$ cat config.mk
export PLATFORM = sky130hd
export DESIGN_NAME = fetch_unit
export DESIGN_NICKNAME = d
export VERILOG_FILES = /design/src/rtl/pipe_pkg.sv /design/src/rtl/fetch_queue.sv /design/src/rtl/fetch_unit.sv
export SDC_FILE = /design/constraint.sdc
export NUM_CORES = 1
export LEC_CHECK = 0
export CORE_MARGIN = 2
export CORE_UTILIZATION = 25
export CTS_CLUSTER_SIZE = 40
export DETAILED_ROUTE_END_ITERATION = 6
export DONT_BUFFER_PORTS = 1
export SYNTH_ARGS = -nofsm -noshare
export SYNTH_HDL_FRONTEND = slang
export SYNTH_SLANG_ARGS = --single-unit
export TNS_END_PERCENT = 50
$ cat constraint.sdc
create_clock -name clk -period 5.2 [get_ports clk]
set_clock_uncertainty 0.1 [all_clocks]
set_input_delay 1.04 -clock clk [delete_from_list [all_inputs] [get_ports clk]]
set_output_delay 1.04 -clock clk [all_outputs]
set_load 0.01 [all_outputs]
$ cat src/rtl/pipe_pkg.sv
// Shared definitions for the fetch stage: default width, fetch FSM states
// and the packing width of a {pc, instr} queue entry.
package pipe_pkg;

    localparam int XLEN_DEFAULT = 32;

    // A queue entry carries the PC in the upper half and the instruction below it.
    localparam int FETCH_ENTRY_W = 2 * XLEN_DEFAULT;

    typedef enum logic [1:0] {
        FETCH_ISSUE = 2'd0,  // may present a request to instruction memory
        FETCH_WAIT  = 2'd1,  // one request accepted, response pending
        FETCH_DRAIN = 2'd2   // redirected while waiting; next response is stale
    } fetch_state_e;

    function automatic int fetch_entry_width(input int xlen);
        return 2 * xlen;
    endfunction

endpackage

$ cat src/rtl/fetch_queue.sv
// Synchronous FIFO holding fetched {pc, instr} entries for decode.
// Flush empties it in one cycle; push and pop may coincide even when full.
module fetch_queue
    import pipe_pkg::*;
#(
    parameter int DEPTH = 4,
    parameter int WIDTH = FETCH_ENTRY_W,
    localparam int PTR_W = $clog2(DEPTH)
) (
    input  logic             clk,
    input  logic             rst,
    input  logic             flush,
    input  logic             push,
    input  logic [WIDTH-1:0] push_data,
    input  logic             pop,
    output logic [WIDTH-1:0] head_data,
    output logic             full,
    output logic             empty,
    output logic [PTR_W:0]   count
);

    logic [WIDTH-1:0] mem [DEPTH];
    logic [PTR_W-1:0] wr_ptr_reg;
    logic [PTR_W-1:0] rd_ptr_reg;
    logic [PTR_W:0]   count_reg;
    logic             do_push;
    logic             do_pop;

    assign empty     = (count_reg == '0);
    assign full      = (count_reg == (PTR_W + 1)'(DEPTH));
    assign count     = count_reg;
    assign do_pop    = pop && !empty;
    // A full queue still accepts a push when the head leaves in the same cycle.
    assign do_push   = push && (!full || do_pop);
    assign head_data = mem[rd_ptr_reg];

    // Entry storage; stale slots are never presented, so no reset is needed.
    always_ff @(posedge clk) begin
        if (do_push && !flush) begin
            mem[wr_ptr_reg] <= push_data;
        end
    end

    // Pointers wrap naturally because DEPTH is a power of two.
    always_ff @(posedge clk) begin
        if (rst || flush) begin
            wr_ptr_reg <= '0;
            rd_ptr_reg <= '0;
            count_reg  <= '0;
        end else begin
            if (do_push) begin
                wr_ptr_reg <= wr_ptr_reg + 1'b1;
            end
            if (do_pop) begin
                rd_ptr_reg <= rd_ptr_reg + 1'b1;
            end
            case ({do_push, do_pop})
                2'b10:   count_reg <= count_reg + 1'b1;
                2'b01:   count_reg <= count_reg - 1'b1;
                default: count_reg <= count_reg;
            endcase
        end
    end

endmodule

$ cat src/rtl/fetch_unit.sv
// Instruction-fetch stage: owns the PC, keeps at most one request in flight
// to instruction memory, and queues {pc, instr} pairs for decode. A redirect
// flushes the queue, withdraws or drains the in-flight request and retargets.
module fetch_unit
    import pipe_pkg::*;
#(
    parameter int              XLEN     = XLEN_DEFAULT,
    parameter int              Q_DEPTH  = 4,
    parameter logic [XLEN-1:0] RESET_PC = '0,
    parameter logic [XLEN-1:0] PC_STEP  = XLEN'(4)
) (
    input  logic            clk,
    input  logic            rst,
    input  logic            redirect_valid,
    input  logic [XLEN-1:0] redirect_pc,
    output logic            imem_req_valid,
    input  logic            imem_req_ready,
    output logic [XLEN-1:0] imem_req_addr,
    input  logic            imem_rsp_valid,
    input  logic [XLEN-1:0] imem_rsp_data,
    output logic            id_valid,
    input  logic            id_ready,
    output logic [XLEN-1:0] id_instr,
    output logic [XLEN-1:0] id_pc,
    output logic [XLEN-1:0] id_pc_next
);

    localparam int ENTRY_W = fetch_entry_width(XLEN);
    localparam int CNT_W   = $clog2(Q_DEPTH) + 1;

    fetch_state_e     state_reg;
    fetch_state_e     state_next;
    logic [XLEN-1:0]  pc_reg;
    logic [XLEN-1:0]  pc_next;
    logic [XLEN-1:0]  req_pc_reg;
    logic             req_fire;
    logic             rsp_push;
    logic             deq;
    logic [ENTRY_W-1:0] head_entry;
    logic             q_full;
    logic             q_empty;
    logic [CNT_W-1:0] q_count;

    // Only request when a queue slot is free for the response; a redirect or
    // reset withdraws the request so it can never be accepted that cycle.
    assign imem_req_valid = (state_reg == FETCH_ISSUE)
                         && (q_count < CNT_W'(Q_DEPTH))
                         && !redirect_valid
                         && !rst;
    assign imem_req_addr  = pc_reg;
    assign req_fire       = imem_req_valid && imem_req_ready;

    // Responses count only while waiting; in ISSUE they are protocol errors
    // and in DRAIN they belong to the pre-redirect stream.
    assign rsp_push = (state_reg == FETCH_WAIT) && imem_rsp_valid && !redirect_valid
                   && (!q_full || deq);
    assign deq      = id_valid && id_ready && !redirect_valid;

    // Decode outputs read as zero whenever there is nothing to present.
    assign id_valid   = !q_empty;
    assign id_pc      = id_valid ? head_entry[ENTRY_W-1 -: XLEN] : '0;
    assign id_instr   = id_valid ? head_entry[XLEN-1:0] : '0;
    assign id_pc_next = id_valid ? (id_pc + PC_STEP) : '0;

    fetch_queue #(
        .DEPTH (Q_DEPTH),
        .WIDTH (ENTRY_W)
    ) u_queue (
        .clk       (clk),
        .rst       (rst),
        .flush     (redirect_valid),
        .push      (rsp_push),
        .push_data ({req_pc_reg, imem_rsp_data}),
        .pop       (deq),
        .head_data (head_entry),
        .full      (q_full),
        .empty     (q_empty),
        .count     (q_count)
    );

    // Fetch FSM transitions: the outstanding response always closes WAIT/DRAIN.
    always_comb begin
        state_next = state_reg;
        case (state_reg)
            FETCH_ISSUE: begin
                if (req_fire) begin
                    state_next = FETCH_WAIT;
                end
            end
            FETCH_WAIT: begin
                if (imem_rsp_valid) begin
                    state_next = FETCH_ISSUE;
                end else if (redirect_valid) begin
                    state_next = FETCH_DRAIN;
                end
            end
            FETCH_DRAIN: begin
                if (imem_rsp_valid) begin
                    state_next = FETCH_ISSUE;
                end
            end
            default: state_next = FETCH_ISSUE;
        endcase
    end

    // PC update: a redirect wins over the sequential advance on accept.
    always_comb begin
        pc_next = pc_reg;
        if (redirect_valid) begin
            pc_next = redirect_pc;
        end else if (req_fire) begin
            pc_next = pc_reg + PC_STEP;
        end
    end

    // State, PC and the address of the in-flight request.
    always_ff @(posedge clk) begin
        if (rst) begin
            state_reg  <= FETCH_ISSUE;
            pc_reg     <= RESET_PC;
            req_pc_reg <= '0;
        end else begin
            state_reg <= state_next;
            pc_reg    <= pc_next;
            if (req_fire) begin
                req_pc_reg <= pc_reg;
            end
        end
    end

endmodule

After elaboration in Yosys (flattened, before gate mapping)
Memories as Yosys holds them, arrays and structs flattened. A register that Yosys moved wholly into a read port is not among the register bits.
Cells that the tools add are included.
{ "totals": {"ff_bits": 73, "ram_bits": 256, "wordCells": 61, "n_memories": 1} }
{ "memory_table": {"columns": ["memory", "words", "width", "rd", "rd_clocked_by_memory_dff", "write_ports", "line_no", "rtl"], "rows": [
  ["u_queue.mem", 4, 64, 1, 1, 1, "fetch_queue.sv:22", "logic [WIDTH-1:0] mem [DEPTH];"]
]} }
{ "classes": {"add_sub_neg": 6, "n_lt_le_gt_ge": 1, "eq_ne": 8, "muxes": 15, "reduce_logical": 24} }
{ "ops": {"columns": ["cell", "count"], "rows": [
  ["$mux W32", 5],
  ["$add A32 B3 Y32 const B", 2],
  ["$logic_and A1 B1 Y1", 12],
  ["$mux W2", 6],
  ["$pmux W2 S3", 1],
  ["$pmux W3 S2", 1],
  ["$add A2 B1 Y2 const B", 2],
  ["$eq A2 B1 Y1 const B", 2],
  ["$eq A2 B2 Y1 const B", 2],
  ["$logic_not A1 Y1", 4],
  ["$ne A2 B2 Y1 const B", 2],
  ["$reduce_bool A2 Y1", 2],
  ["$add A3 B1 Y3 const B", 1],
  ["$eq A3 B3 Y1 const B", 1],
  ["$logic_not A3 Y1", 1],
  ["$logic_or A1 B1 Y1", 3],
  ["$lt A3 B3 Y1 const B", 1],
  ["$ne A3 B3 Y1 const B", 1],
  ["$reduce_and A3 Y1", 1],
  ["$sub A3 B1 Y3 const B", 1],
  ["$logic_not A2 Y1", 1],
  ["$mux W1", 2]
]} }

Longest topological paths before layout
{ "depth": {"word_depth": 10, "mapped_depth": 12, "depth_no_buf": 10} }

Hierarchy
A second synthesis with hierarchy kept.
{ "hier_totals": {"hier_cells": 982, "area_unflattened_um2": 14079.8} }
{ "modules_own_cells": {"columns": ["module", "n_inst", "cells_per_inst", "area_per_inst_um2", "seq_area_each_um2"], "rows": [
  ["fetch_queue", 1, 404, 9830.7, 7867.5],
  ["fetch_unit", 1, 578, 4249.1, 1321.3]
]} }

Least setup slack after synthesis
OpenSTA, ideal clock, no wires.
{ "synth_path": {"kind": "input port to flip-flop", "start": "in redirect_valid", "end": "mem u_queue.mem[0][0] in the netlist's numbering (enable)", "setup_ps": 429, "t_arrival_ps": 3658, "required_ps": 4671, "path_slack_ps": 1013, "stages": 5, "cell_sequence": "clkbuf_1 > inv_1 > nand2_1 > nor4b_1 > and2_1"} }
{ "synth_via": {"elab_chain_cells": 8, "word_cells_on_any_way": 11, "cone_classes": "mux (2); reduce/logical (9)"} }
{ "synth_lines": {"columns": ["item", "line_no", "rtl"], "rows": [
  ["from (decl)", "fetch_unit.sv:14", "input logic redirect_valid,"],
  ["$logic_not A1 Y1 *", "fetch_queue.sv:39, fetch_unit.sv:55, fetch_unit.sv:57", null],
  ["$logic_and A1 B1 Y1", "fetch_unit.sv:57", "assign deq = id_valid && id_ready && !redirect_valid;"],
  ["$logic_or A1 B1 Y1 or $logic_and A1 B1 Y1 (tied branches)", "fetch_unit.sv:56, fetch_queue.sv:32", null],
  ["$logic_and A1 B1 Y1 or $logic_or A1 B1 Y1 (tied branches)", "fetch_unit.sv:56, fetch_queue.sv:34", null],
  ["$logic_and A1 B1 Y1", "fetch_queue.sv:34", "assign do_push = push && (!full || do_pop);"],
  ["$logic_and A1 B1 Y1 *", "fetch_queue.sv:39", "if (do_push && !flush) begin"],
  ["$mux W1 *", "fetch_queue.sv:39", null],
  ["$mux W1 (implied by the code) *", "fetch_queue.sv:40", "mem[wr_ptr_reg] <= push_data;"],
  ["to (decl)", "fetch_queue.sv:22", null]
]} }
Mark *: on every way between the ends. The rest lies on a longest branch, timed or not.

==> impl_summary.txt <==
----------------------------------------------------
[Status]
  Run status ... complete, no violations

[Hold path]
  Class of the tightest hold or removal check ... register to register
  Number of cells traversed by the worst hold path ... 1
  Hold Path Sink ... state_reg[0]
  Source of the worst hold timing path ... state_reg[1]

[Setup path]
  Cells traversed along the worst timing path ... mux4_1, and2_1, ha_1, and4_1, nand3_1, or4_1, a21oi_1
  Slowest cell on crit path ... dfxtp_4
  Buffer and inverter count on the worst path ... 0
  Logic depth of the worst path, buffers included ... 7
  Cell family with most CP delay ... simple AND/OR/NAND/NOR gates
  Worst EP required ... 4.06 ns
  Startpoint class of the critical path ... register
  Crit path capture type ... primary output
  Worst stage delay on the critical path ... 0.69 ns
  Crit Path Max Fanout ... 29
  Reg-to-reg setup timing slack ... a little under 2 ns
  Launch instance of the worst register-to-register path ... u_queue.count[2]
  Arrival time worst endpoint ... 3.59 ns
  Worst-case reg-to-reg path depth ... 6
  WS Path Type ... register to primary output
  Worst R2R End ... imem_req_addr[23]

[Floorplanning]
  Die area ... 58100 um2
  Initial Util ... 25.4%
  # IOs ... 200
  Total number of placement rows ... 86
  Die Height ... 241 um
  Die Width ... 241 um
  Placeable core area ... 55300 um2

[STA]
  Hold Violations, Final ... 0
  Final worst-path cycle share ... 90.9%
  Max Fclk ... 212 MHz
  Accumulated negative setup slack ... 0 ns
  Clock period minus worst slack ... 4.73 ns
  Setup repair after global routing missed its margin ... no
  Setup-violating endpoint count in the final report ... 0
  Slew at the pin closest to its max-slew limit ... 1.06 ns
  Fin Hold WS ... 0.410 ns
  Worst max-slew margin expressed relative to the limit ... 29.5%
  Max-slew violation count ... 0

[Placement]
  Placed Area ... 14800 um2
  Final estimated routing congestion in global placement ... 0.778
  Post-detail-place hpwl ... about 24000 um
  Port Buffers ... 0

[Routing]
  Detailed Route WL ... 36300 um
  Iteration-0 DRC count of the detailed router ... 427
  Post-DR vias/cell ... 4.66
  Number of nets with antenna violations after routing ... 0
  DRC viols ... 0
  Wire length per cell after detailed routing ... ~21 um
  DRT Pass-1 Iters ... 4
  Count of vias placed by the detailed router ... roughly 8.2k

[Clock tree]
  Largest buffer count on any clock path ... 3
  Clock tree from TritonCTS ... yes
  Clk Latency, worst-skew pair ... ~0.54 ns
  Num Clock Sinks ... 331
  Post-CTS setup repair buffer count ... 0
  Maximum level of the CTS H-tree ... 2
  CTS clock-pin slew for the worst setup and hold paths ... 0.06 ns
  Number of gates given a new drive strength after cts ... 0
  Hold buffer count at cts ... 0
  Clock buffers created by TritonCTS ... 39
  Clk root buf ... clkbuf_16

[Power and ir drop]
  Worst IR drop on VDD ... 216 uV
  Power density normalized to cell area ... 356 nW/um2
  Pleak ... approximately 5.1 nW

[Final layout]
  Footprint of the multi-input gates ... 4540 um2
  Synth-to-layout area growth ... 14.8%
  Post-route cell area ... 16100 um2
  Register Area ... 9200 um2
  Fill count ... 5600
  Flip-flop count of the largest register after layout ... 256
  Final net count ... 1057
  Final core utilization ... 29.2%
  Share of cells above drive strength 1 ... roughly 15%

[Logic synthesis]
  Synth Instances ... 979
  Total of warnings raised by yosys ... 0
  Number of nets produced by synthesis ... 1057
  Number of library cell types mapped by synthesis ... 59
  Most used flip-flop cell after synthesis ... edfxtp_1
  Average footprint of a synthesized cell ... ~14 um2
  Total standard cell area after synthesis ... 14100 um2
  Async set-or-reset flop fraction in the synthesized netlist ... 0%
  Number of synthesized register bits ... 331
  Sequential fraction of the synthesis area ... 65.4%
  Number of flops mapped to enable cells by yosys ... 256

[Global routing]
  Vias in the first global route ... approximately 8.1k
  Wire length of the first global-routing pass ... 52500 um
  Total congestion overflow after global routing ... 0
  Maximum number of pins on one net before global-route repair ... 69
  Initial antenna violation count ... 1
  Global Route Usage Sum ... 12.2%

[Run]
  Max-cap violations ... 0

----------------------------------------------------
==> how the worst max path moves through the flow <==
| stage | to | from | slack, ns |
|---|---|---|---|
| global placement | id_pc_next[28] | register | 1.04 |
| finish | id_pc_next[30] | register | 0.47 |
| global route | id_pc_next[28] | register | 0.27 |
| detailed placement | id_pc_next[28] | register | 1.02 |
| CTS | id_pc_next[28] | register | 0.40 |
| floorplan | u_queue.mem[0][0] | redirect_valid | 1.01 |
==> cell usage after synthesis, types with 5 or more instances <==
master / instances / area, um2
and4_1: 5 / 43.8
and2_1: 75 / 469
a31oi_1: 7 / 43.8
nand2_1: 100 / 375
mux2_2: 9 / 101
buf_4: 5 / 37.5
nand3_1: 37 / 185
xor2_1: 17 / 149
buf_2: 7 / 35.0
o21ai_0: 17 / 85.1
nand4_1: 9 / 56.3
nor3_1: 11 / 55.1
inv_1: 16 / 60.1
or3_1: 7 / 43.8
a21oi_1: 59 / 295
xnor2_1: 11 / 96.3
dfxtp_1: 75 / 1500
ha_1: 7 / 87.6
clkbuf_1: 36 / 135
edfxtp_1: 256 / 7690
nor2_1: 67 / 251
mux4_2: 48 / 1080
a211oi_1: 6 / 45.0
mux4_1: 18 / 473
and3_1: 11 / 68.8
==> cell families (layout without fill, tap and decap cells) <==
group / Yosys count / after routing / synth area share [%]
other: 0 / 1 / 0
buffers and inverters: 71 / 100 / 2.49
and+or+nand+nor: 344 / 344 / 12.5
adders and majority gates: 8 / 8 / 0.766
AOI/OAI and AO/OA: 115 / 115 / 4.83
xor gates and xnor gates: 28 / 28 / 1.74
DFF: 331 / 331 / 65.4
muxes: 82 / 82 / 12.3
==> placed cells by master, fill, tap and decap left out, types with 5 or more instances in the layout <==
master,synthesis,layout
xnor2_1,11,11
mux2_2,9,9
and2_1,75,71
and3_1,11,10
a31oi_1,7,7
dfxtp_1,75,73
mux4_2,48,48
edfxtp_1,256,256
and4_1,5,5
nor3_1,11,10
nand3_1,37,36
clkbuf_1,36,10
xor2_1,17,17
inv_1,16,15
nor2_1,67,67
buf_4,5,14
mux4_1,18,18
clkbuf_16,0,39
nand4_1,9,9
a211oi_1,6,6
bufinv_16,0,6
a21oi_1,59,59
o21ai_0,17,17
clkinv_2,0,6
nand2_1,100,100
or3_1,7,7
ha_1,7,7
==> stage by stage <==
step                      std cells  total power [mW]  setup WS [ns]
after floorplan                 979              3.01           1.01
after global placement         1686              3.03           1.04
after detailed placement       1686              3.03           1.02
after CTS                      1756              5.84          0.398
after global routing           1756              5.96          0.273
final                          1757              5.75          0.474
==> report_power, final <==
part,internal [mW],switching [mW],total [mW]
combinational,0.0300,0.0451,0.0751
clock,1.69,1.08,2.77
sequential,2.86,0.0452,2.90
==> area by class of cell <==
type	instances	area share (%)
Tap cell	748	5.80
Clock buffer	49	6.28
Sequential cell	331	57.0
Multi-Input combinational cell	577	28.1
Inverter	16	0.372
Clock inverter	21	1.74
Antenna cell	1	0.0155
Timing Repair Buffer	14	0.652
==> metal layers <==
layer | routed length [um] | vias to the layer above | part of all wire, % | global-route usage, %
li1 | - | 3711 | - | -
met1 | 16700 | 4152 | 46 | 16.9
met2 | 15900 | 285 | 44 | 18.4
met3 | 3090 | 37 | 8.5 | 4.03
met4 | 578 | 0 | 1.6 | 3.18
met5 | 0 | - | 0 | 0
Power figures use the tool's default switching activity.
